## src/rtl/neuron_acc16.sv

```systemverilog
// neuron_acc16: 16-input signed MAC neuron with shift, ReLU and saturation, one slot per 3 phases
module neuron_acc16 #(
  parameter int DW    = 8,
  parameter int ACCW  = 20,
  parameter int SHIFT = 4
) (
  input  logic                 clk,
  input  logic                 rst_n,
  input  logic                 sel,
  input  logic                 en,
  input  logic signed [DW-1:0] x_in,
  input  logic signed [DW-1:0] w_in,
  input  logic signed [DW-1:0] bias_in,
  output logic        [DW-1:0] y_out,
  output logic                 y_valid,
  output logic                 y_sat
);
  localparam logic signed [ACCW-1:0] YMAX = ACCW'((1 << DW) - 1);
  logic [1:0] phase_q, phase_d;
  logic signed [2*DW-1:0] prod_q, prod_d;
  logic signed [DW-1:0] bias_q;
  logic signed [ACCW-1:0] acc_q, acc_d, t;
  logic [DW-1:0] y_q, y_d;
  logic sat_q, sat_d, valid_q;
  always_comb begin
    phase_d = (phase_q == 2'd2) ? 2'd0 : phase_q + 2'd1;
    prod_d  = x_in * w_in;
    acc_d   = (sel ? {{(ACCW-DW){bias_q[DW-1]}}, bias_q} : acc_q)
              + {{(ACCW-2*DW){prod_q[2*DW-1]}}, prod_q};
    t       = acc_d >>> SHIFT;
    sat_d   = t > YMAX;
    y_d     = t[ACCW-1] ? '0 : sat_d ? YMAX[DW-1:0] : t[DW-1:0];
  end
  always_ff @(posedge clk or negedge rst_n) begin
    if (!rst_n) begin
      phase_q <= '0;
      prod_q  <= '0;
      bias_q  <= '0;
      acc_q   <= '0;
      y_q     <= '0;
      sat_q   <= 1'b0;
      valid_q <= 1'b0;
    end else begin
      phase_q <= phase_d;
      valid_q <= 1'b0;
      if (phase_q == 2'd1) begin
        prod_q <= prod_d;
        if (sel) bias_q <= bias_in;
      end
      if (phase_q == 2'd2) begin
        acc_q <= acc_d;
        if (en) begin
          y_q     <= y_d;
          sat_q   <= sat_d;
          valid_q <= 1'b1;
        end
      end
    end
  end
  assign y_out   = y_q;
  assign y_sat   = sat_q;
  assign y_valid = valid_q;
endmodule
```

## config.mk

```make
export PLATFORM = sky130hd
export DESIGN_NAME = neuron_acc16
export DESIGN_NICKNAME = d
export VERILOG_FILES = /design/src/rtl/neuron_acc16.sv
export SDC_FILE = /design/constraint.sdc
export NUM_CORES = 1
export LEC_CHECK = 0
export BUFFER_PORTS_ARGS = -buffer_cell sky130_fd_sc_hd__buf_2
export CAP_MARGIN = 25
export CELL_PAD_IN_SITES_DETAIL_PLACEMENT = 0
export CELL_PAD_IN_SITES_GLOBAL_PLACEMENT = 1
export CORE_ASPECT_RATIO = 1.75
export CORE_UTILIZATION = 52
export CTS_CLUSTER_SIZE = 20
export DETAILED_ROUTE_END_ITERATION = 16
export GPL_TIMING_DRIVEN = 0
export PLACE_DENSITY = 0.93
export SLEW_MARGIN = 20
export SYNTH_ARGS = -nofsm -noshare
export SYNTH_HDL_FRONTEND = slang
export SYNTH_SLANG_ARGS = --single-unit
```

## constraint.sdc

```tcl
create_clock -name clk -period 4.9 [get_ports clk]
set_input_delay 0.245 -clock clk [delete_from_list [all_inputs] [get_ports clk]]
set_output_delay 0.245 -clock clk [all_outputs]
set_load 0.005 [all_outputs]
```

==> flow_metrics.env, run 1 <==
export IMPL_dr_total_vias=4224
export IMPL_synth_warnings=0
export IMPL_ir_worst_vdd_mv=0.3090
export IMPL_synth_area_top_cells="dfrtp_1 (25%), fa_1 (20%), ha_1 (11%)"
export IMPL_grt_max_degree=57
export IMPL_num_io_pins=38
export IMPL_h_tree_depth=2
export IMPL_cp_slowest_cell="a2111oi_1"
export IMPL_die_w_um=81.09
export IMPL_violations="hold timing"
export IMPL_die_height_um=140.4
export IMPL_core_um2=10700
export IMPL_cts_buffers=5
export IMPL_synthAdderAreaFrac_pct=30.25
export IMPL_synth_top_family_by_area="adder cells"
export IMPL_synth_fp_nets=734
export IMPL_portBuffers=37
export IMPL_synth_xor_area_share_pct=4.616
export IMPL_drive_gt1_share_pct=12.83
export IMPL_synth_cell_types=53
export IMPL_cp_max_fo=8
export IMPL_final_common_cell="inv_1"
export IMPL_synthMuxAreaShare_pct=5.342
export IMPL_status="complete, but fails checks"
export IMPL_first_iter_violations=121
export IMPL_fp_row_count=50
export IMPL_hold_violations=17
export IMPL_power_leakage_uw=0.002989
export IMPL_fmax_mhz=216.2
export IMPL_cp_slowest_stage_delay_ns=0.65
export IMPL_critPathCaptureType="register"
export IMPL_drc=0
export IMPL_critPathBufInv=5
export IMPL_grt_pass1_wl_mm=20.11
export IMPL_firstDrtPassIters=4
export IMPL_cpLargestDelayFamily="adder cells"
export IMPL_fin_hold_ws_ns=-0.01206
export IMPL_finalWirelength_mm=11.67
export IMPL_setup_violations=0
export IMPL_clk_path_buf_depth=2
export IMPL_drv_slew=0
export IMPL_synth_compound_area_share_pct=13.43
export IMPL_ys_flop_type="dfrtp_1"
export IMPL_slew_headroom_pct=53.31
export IMPL_post_cts_buffers=0
export IMPL_cts_tree="built"
export IMPL_synth_area_um2=5692
export IMPL_yosys_register_bits=56
export IMPL_final_cell_mix="inv_1 (98), nand2_1 (64), fa_1 (56), dfrtp_1 (56), ha_1 (48)"
export IMPL_grt_pass1_vias=4363
export IMPL_setup_ws_ns=0.2743
export IMPL_num_antenna_cells=0
export IMPL_clk_pin_slew_ns=0.07
export IMPL_synth_edf_count=0
export IMPL_grt_use_total_pct=22.80
export IMPL_syn_avg_cell_area_um2=9.455
export IMPL_gr_total_overflow=0
export IMPL_cts_hold_buf=0
export IMPL_post_dp_hpwl_mm=9.782
export IMPL_clockRootBuffer="clkbuf_16"
export IMPL_syn_inst=602
export IMPL_pre_cts_slack_ns=-0.1790
export IMPL_antenna_left=0
export IMPL_insertion_delay_ns=0.30
export IMPL_gp_congestion=0.9063
export IMPL_area_growth_pct=8.727
export IMPL_post_drt_wl_per_cell_um=15.01
export IMPL_hold_path_class="in2async"
export IMPL_maxCapViolCount=0
export IMPL_arrival_ns=4.79
export IMPL_ys_async_sr_fraction_pct=100.0
export IMPL_antenna_found_initial=0
export IMPL_synth_simple_area_share_pct=14.05
export IMPL_initial_core_util_pct=53.20
export IMPL_fin_crit_sh_pct=94.40
export IMPL_yosysTopAreaCell="dfrtp_1"
export IMPL_finClkSkew_ns=0.005537
export IMPL_grt_setup_unrepaired="false"
export IMPL_cp_start_kind="input pin"
export IMPL_place_area_um2=6042
export IMPL_nFillCells=938
export IMPL_p_per_area_nw_per_um2=570.2
export IMPL_crit_type="in2reg"
export IMPL_crit_chain="buf_2, and2_1, fa_1, inv_1, fa_1, inv_1, fa_1, inv_1, fa_1, inv_1, ha_1, a2111oi_1, o311ai_0, a21o_1, a21oi_1, xnor2_1, o21ai_0"
export IMPL_nets=778
export IMPL_period_needed_ns=4.626
export IMPL_dieArea_um2=11380
export IMPL_cts_sinks=56
export IMPL_via_per_inst=5.436
export IMPL_critPathRequiredTime_ns=5.07
export IMPL_worst_slew_pin_slew_ns=0.7003
export IMPL_design_area_um2=6188
export IMPL_yosysSeqAreaShare_pct=24.62
export IMPL_synth_top_area_share_pct=24.62
==> kinds of logic (layout without fill, tap and decap cells) <==
family,after synthesis,count (layout)
flip-flops,56,56
adder cells (fa/ha/maj),104,104
buffers and inverters,114,159
XOR/XNOR,30,30
multiplexers,27,27
AND/OR/NAND/NOR,162,162
AO/OA/AOI/OAI,109,109
==> where the power goes <==
group	switching [µW]	leakage, µW	total (µW)	internal [µW]
clock network	171	0.0000671	362	191
logic	1300	0.00227	2400	1090
registers	109	0.000653	768	659
==> Yosys cell counts (2+ instances only) <==
cell and n:
inv_1 98, nand2_1 64, dfrtp_1 56, fa_1 56, ha_1 48, and2_1 39
o21ai_0 37, mux2_2 27, xnor2_1 25, a21oi_1 16, nor2_1 16, nand3_1 12
clkbuf_1 11, a21o_1 9, nand2b_1 8, o221a_1 8, nor2b_1 5, nor3_1 5
o211ai_1 5, o21a_1 5, xor2_1 5, o31ai_1 4, a21boi_0 3, and3_1 3
or2_2 3, a221oi_2 2, buf_2 2, o2111ai_1 2, o211a_1 2, o21bai_1 2
or3_1 2
==> layer usage <==
metal / track usage (%) / routed length (µm) / vias to the layer above
met1: 23.31 / 4306 / 2060
met3: 1.824 / 251 / 26
met2: 44.45 / 6697 / 74
met4: 10.43 / 411 / 0
met5: 0 / 0 / -
li1: - / - / 2064
==> sequential cells by signal, summed over array words and instances (netlist names) <==
| register | count |
|---|---|
| acc_q | 20 |
| prod_q | 16 |
| bias_q | 8 |
| y_out | 8 |
| phase_q | 2 |
| y_sat | 1 |
| y_valid | 1 |
==> final timing paths <==
path                                             from  cells past startpoint                     end  slack (ns)
worst max-delay path                          w_in[4]                     17  prod_q[15]$_DFFE_PN0N_        0.27
worst min-delay path                            rst_n                      1   bias_q[2]$_DFFE_PN0P_       -0.01
worst max register to register  bias_q[7]$_DFFE_PN0P_                     13    y_out[7]$_DFFE_PN0P_        0.99
worst min register to register   phase_q[1]$_DFF_PN0_                      1    phase_q[0]$_DFF_PN0_        0.44
max in group asynchronous                       rst_n                      1  prod_q[15]$_DFFE_PN0N_        4.44
min in group clk                           bias_in[3]                      2   bias_q[3]$_DFFE_PN0P_        0.17
==> stage by stage <==
step	instances	utilization, %	TNS, ns	total power [µW]
floorplan	602	-	0	2667
global placement	769	56.46	-0.08570	3076
detailed placement	769	56.48	-0.1790	3174
CTS	777	57.84	0	3547
global route	777	57.85	0	3900
finish	777	57.85	0	3529
==> final cells by class <==
type,count,area (µm²),share of cell area (%)
Sequential cell,56,1401,22.64
Tap cell,130,162.7,2.628
Buffer,15,66.31,1.072
Clock buffer,6,128.9,2.082
Multi-Input combinational cell,432,3854,62.27
Timing Repair Buffer,37,187.7,3.033
Clock inverter,2,16.27,0.2628
Inverter,99,371.6,6.005
==> repair_timing <==
item,4_1_cts,5_1_grt
hold endpoints to repair,0,0
setup endpoints to repair,0,1
resized for setup,0,1
Note: power is estimated with default switching activity, not from simulation.
==> run 2: changes to the inputs <==
- HOLD_SLACK_MARGIN: unset -> 0.08
==> flow_metrics.env, run 2 (synthesized netlist as in run 1, its figures left out) <==
export IMPL_status="finished clean"
export IMPL_clockRootBuffer="clkbuf_16"
export IMPL_dr_total_vias=4235
export IMPL_clk_pin_slew_ns=0.07
export IMPL_worst_slew_pin_slew_ns=0.7006
export IMPL_p_per_area_nw_per_um2=569.5
export IMPL_die_w_um=81.09
export IMPL_cts_tree="built"
export IMPL_power_internal_uw=1945
export IMPL_grt_use_total_pct=22.80
export IMPL_sw_frac_of_total_pct=44.90
export IMPL_place_inst=769
export IMPL_core_um2=10700
export IMPL_drc=0
export IMPL_insertion_delay_ns=0.30
export IMPL_antenna_found_initial=0
export IMPL_ff2ff_path_depth=13
export IMPL_cp_max_fo=8
export IMPL_cts_buffers=5
export IMPL_gr_total_overflow=0
export IMPL_drv_slew=0
export IMPL_startpoint="w_in[4]"
export IMPL_finClkSkew_ns=0.005643
export IMPL_power_frac_seq_pct=21.8
export IMPL_cp_slowest_stage_delay_ns=0.65
export IMPL_finalWirelength_mm=11.68
export IMPL_power_leakage_uw=0.002993
export IMPL_reg2reg_setup_slack_ns=0.99
export IMPL_hold_path_class="in2reg"
export IMPL_drive_gt1_share_pct=12.81
export IMPL_h_tree_depth=2
export IMPL_gp_congestion=0.9063
export IMPL_place_area_um2=6042
export IMPL_period_needed_ns=4.627
export IMPL_rr_endpoint="y_out[7]$_DFFE_PN0P_"
export IMPL_num_antenna_cells=0
export IMPL_post_cts_buffers=0
export IMPL_dieArea_um2=11380
export IMPL_grt_pass1_wl_mm=20.11
export IMPL_total_power_uw=3530
export IMPL_firstDrtPassIters=4
export IMPL_portBuffers=37
export IMPL_layoutNonFillerInstCount=778
export IMPL_arrival_ns=4.80
export IMPL_cts_sinks=56
export IMPL_grt_pass1_vias=4363
export IMPL_design_area_um2=6198
export IMPL_slew_headroom_pct=53.29
export IMPL_via_per_inst=5.443
export IMPL_largest_register_ffs=20
export IMPL_final_cell_mix="inv_1 (98), nand2_1 (64), fa_1 (56), dfrtp_1 (56), ha_1 (48)"
export IMPL_initial_core_util_pct=53.20
export IMPL_cp_slowest_cell="a2111oi_1"
export IMPL_post_drt_wl_per_cell_um=15.02
export IMPL_setup_violations=0
export IMPL_clk_path_buf_depth=2
export IMPL_cp_start_kind="input pin"
export IMPL_crit_type="in2reg"
export IMPL_antenna_left=0
export IMPL_grt_setup_unrepaired="false"
export IMPL_critPathRequiredTime_ns=5.07
export IMPL_fin_crit_sh_pct=94.44
export IMPL_fp_row_count=50
export IMPL_final_common_cell="inv_1"
export IMPL_num_io_pins=38
export IMPL_critPathCaptureType="register"
export IMPL_setup_tns_ns=0
export IMPL_clkPwrFrac_pct=10.3
export IMPL_fin_hold_ws_ns=0.1684
export IMPL_post_dp_hpwl_mm=9.782
export IMPL_fmax_mhz=216.1
export IMPL_area_growth_pct=8.903
export IMPL_nFillCells=937
export IMPL_die_height_um=140.4
export IMPL_hold_violations=0
export IMPL_first_iter_violations=119
export IMPL_maxCapViolCount=0
export IMPL_critPathCapture="prod_q[15]$_DFFE_PN0N_"
export IMPL_combPwrFrac_pct=67.9
export IMPL_largestRegisters="acc_q x20, prod_q x16"
export IMPL_ir_worst_vdd_mv=0.3093
export IMPL_crit_chain="buf_2, and2_1, fa_1, inv_1, fa_1, inv_1, fa_1, inv_1, fa_1, inv_1, ha_1, a2111oi_1, o311ai_0, a21o_1, a21oi_1, xnor2_1, o21ai_0"
export IMPL_largest_register="acc_q"
export IMPL_p_sw_uw=1585
export IMPL_r2r_start="bias_q[7]$_DFFE_PN0P_"
export IMPL_grt_max_degree=57
export IMPL_nets=779
run 2: cell count changes in the layout (fill, tap and decap cells not counted), sizes merged:
cell	previous run	this run
dlygate4sd3	0	1
run 2: power groups by stage:
| stage | sequential, µW | combinational, µW | clock (µW) |
|---|---|---|---|
| floorplan | 748 | 1920 | 0 |
| global route | 795 | 2720 | 385 |
| finish | 768 | 2400 | 363 |
| global placement | 766 | 2310 | 0 |
| CTS | 770 | 2410 | 367 |
| detailed placement | 778 | 2400 | 0 |
run 2: timing repair:
action	4_1_cts	5_1_grt
hold buffers	1	0
endpoints found under the hold margin	56	0
setup endpoints to repair	0	1
gates resized for setup	0	1
run 2: worst max-delay path, delay by kind of cell:
kind	cells	cell delay [ns]
simple gates	1	0.19
buf+inv	5	0.34
xor+xnor	1	0.13
fa+ha+maj	5	2.39
compound gates	5	1.50
run 2: worst min-delay path by stage:
stage / startpoint / endpoint / slack (ns) / cells after the start
global placement: phase_q[1]$_DFF_PN0_ / phase_q[0]$_DFF_PN0_ / 0.43 / 1
global route: bias_in[4] / bias_q[4]$_DFFE_PN0P_ / 0.18 / 2
CTS: bias_in[3] / bias_q[3]$_DFFE_PN0P_ / 0.17 / 2
detailed placement: rst_n / bias_q[2]$_DFFE_PN0P_ / 0.35 / 1
floorplan: rst_n / acc_q[0]$_DFFE_PN0N_ / -0.05 / 0
finish: bias_in[3] / bias_q[3]$_DFFE_PN0P_ / 0.17 / 2
run 2: final cells by class:
class / count / area [µm²] / area share, %
Buffer: 15 / 66.31 / 1.070
Clock buffer: 6 / 128.9 / 2.079
Clock inverter: 2 / 16.27 / 0.2624
Inverter: 99 / 371.6 / 5.995
Multi-Input combinational cell: 432 / 3854 / 62.17
Sequential cell: 56 / 1401 / 22.61
Tap cell: 130 / 162.7 / 2.624
Timing Repair Buffer: 38 / 197.7 / 3.189
run 2: metrics by stage:
step	utilization (%)	setup WS (ns)
floorplan	-	0.5599
global placement	56.46	-0.08570
detailed placement	56.48	-0.1790
CTS	57.93	0.1159
global route	57.94	0.09858
finish	57.94	0.2726
run 2: per-layer routing:
metal	wire length [µm]	track usage [%]	vias up
met5	0	0	-
met4	409	10.43	0
met3	260	1.824	26
met2	6708	44.45	81
met1	4305	23.31	2063
li1	-	-	2065
==> run 3: changes to the inputs <==
- CORE_UTILIZATION: 52 -> 54
- CTS_BUF_LIST: unset -> sky130_fd_sc_hd__clkbuf_2 sky130_fd_sc_hd__clkbuf_4 sky130_fd_sc_hd__clkbuf_8
- PLACE_DENSITY: 0.93 -> 0.94
==> flow_metrics.env, run 3 (synthesized netlist as in run 1, its figures left out) <==
export IMPL_fin_hold_ws_ns=0.1350
export IMPL_cts_buffers=5
export IMPL_final_seq_area_um2=1401
export IMPL_combPwrFrac_pct=70.1
export IMPL_grt_pass1_vias=4634
export IMPL_setup_ws_ns=0.3777
export IMPL_post_drt_wl_per_cell_um=15.14
export IMPL_final_cell_mix="inv_1 (98), nand2_1 (64), fa_1 (56), dfrtp_1 (56), ha_1 (48)"
export IMPL_hold_violations=0
export IMPL_p_sw_uw=1588
export IMPL_die_w_um=79.61
export IMPL_clk_pin_slew_ns=0.11
export IMPL_die_height_um=137.8
export IMPL_hold_path_class="in2reg"
export IMPL_drv_slew=0
export IMPL_power_leakage_uw=0.002971
export IMPL_cts_sinks=56
export IMPL_hold_start="bias_in[2]"
export IMPL_r2r_start="bias_q[7]$_DFFE_PN0P_"
export IMPL_nFillCells=899
export IMPL_via_per_inst=5.555
export IMPL_utilization_pct=59.99
export IMPL_ir_worst_vdd_mv=0.2610
export IMPL_largestRegisters="acc_q x20, prod_q x16"
export IMPL_area_growth_pct=7.914
export IMPL_drc=0
export IMPL_insertion_delay_ns=0.33
export IMPL_critPathCaptureType="register"
export IMPL_largest_register_ffs=20
export IMPL_final_common_cell="inv_1"
export IMPL_arrival_ns=4.72
export IMPL_num_antenna_cells=0
export IMPL_initial_core_util_pct=55.59
export IMPL_nets=779
export IMPL_total_power_uw=3448
export IMPL_clockRootBuffer="clkbuf_8"
export IMPL_sw_frac_of_total_pct=46.07
export IMPL_cts_tree="built"
export IMPL_startpoint="w_in[4]"
export IMPL_fp_row_count=49
export IMPL_gp_congestion=0.9168
export IMPL_grt_max_degree=57
export IMPL_multiInputGateArea_um2=3854
export IMPL_fin_crit_sh_pct=92.29
export IMPL_setup_violations=0
export IMPL_setup_tns_ns=0
export IMPL_slew_headroom_pct=53.15
export IMPL_power_internal_uw=1859
export IMPL_firstDrtPassIters=6
export IMPL_gr_total_overflow=0
export IMPL_portBuffers=37
export IMPL_num_io_pins=38
export IMPL_worst_slew_pin_slew_ns=0.7027
export IMPL_clk_path_buf_depth=2
export IMPL_cp_max_fo=8
export IMPL_grt_setup_unrepaired="false"
export IMPL_dieArea_um2=10970
export IMPL_cp_start_kind="input pin"
export IMPL_finClkSkew_ns=0.01137
export IMPL_period_needed_ns=4.522
export IMPL_h_tree_depth=2
export IMPL_grt_pass1_wl_mm=20.87
export IMPL_antenna_found_initial=0
export IMPL_post_cts_buffers=0
export IMPL_drive_gt1_share_pct=12.96
export IMPL_first_iter_violations=167
export IMPL_core_um2=10240
export IMPL_largest_register="acc_q"
export IMPL_finalWirelength_mm=11.73
export IMPL_dr_total_vias=4305
export IMPL_pre_cts_slack_ns=-0.1207
export IMPL_clkPwrFrac_pct=7.7
export IMPL_maxCapViolCount=0
export IMPL_critPathRequiredTime_ns=5.09
export IMPL_post_dp_hpwl_mm=9.918
export IMPL_crit_type="in2reg"
export IMPL_grt_use_total_pct=24.49
export IMPL_power_frac_seq_pct=22.2
export IMPL_fmax_mhz=221.1
export IMPL_p_per_area_nw_per_um2=561.3
export IMPL_antenna_left=0
export IMPL_status="finished clean"
[run 3: cell counts in the layout (fill, tap and decap cells not counted)]
No cell type changed its count.
[run 3: layer usage]
layer  vias to the layer above  part of all wire (%)  wire (µm)  track usage [%]
met5                         -                     0          0                0
met4                         0                   3.7        440            12.02
met3                        32                   2.0        236            1.921
met2                        84                    57       6698            48.20
met1                      2125                    37       4359            25.08
li1                       2064                     -          -                -
[run 3: worst max-delay path: stages]
cell	delay, ns
buf_2	0.15
and2_1	0.19
fa_1	0.53
inv_1	0.05
fa_1	0.47
inv_1	0.05
fa_1	0.52
inv_1	0.05
fa_1	0.52
inv_1	0.04
ha_1	0.34
a2111oi_1	0.55
o311ai_0	0.35
a21o_1	0.25
a21oi_1	0.17
xnor2_1	0.13
o21ai_0	0.08
[run 3: final cells by class]
class | instances | share of cell area [%]
inverter | 99 | 6.050
clock buffer | 6 | 1.243
multi-input combinational | 432 | 62.74
buffer | 15 | 1.080
clock inverter | 2 | 0.2648
sequential | 56 | 22.82
timing repair buffer | 38 | 3.219
tap | 127 | 2.587
[run 3: worst paths after layout]
| kind | end | slack [ns] | depth (start not counted) |
|---|---|---|---|
| max | prod_q[15]$_DFFE_PN0N_ | 0.38 | 17 |
| min | bias_q[2]$_DFFE_PN0P_ | 0.13 | 2 |
| max reg2reg | y_out[7]$_DFFE_PN0P_ | 0.91 | 13 |
| min reg2reg | phase_q[0]$_DFF_PN0_ | 0.44 | 1 |
| max in group asynchronous | prod_q[15]$_DFFE_PN0N_ | 3.92 | 2 |
| min in group asynchronous | bias_q[2]$_DFFE_PN0P_ | 0.48 | 2 |
[run 3: repair_timing]
item / in CTS / in global routing
gates resized for setup: 0 / 1
hold buffers: 1 / 0
endpoints found under the setup margin: 0 / 1
endpoints found under the hold margin: 56 / 0
[run 3: power groups by stage]
stage	Sequential (µW)	Clock [µW]	Combinational (µW)
floorplan	748	0	1920
global placement	767	0	2310
detailed placement	777	0	2410
CTS	768	272	2420
global route	789	290	2760
finish	765	266	2420
[run 3: metrics by stage]
stage,std cells,instance area (µm²)
final,775,6142
after global routing,775,6142
after CTS,775,6141
after detailed placement,766,6038
after global placement,766,6036
after floorplan,602,5692
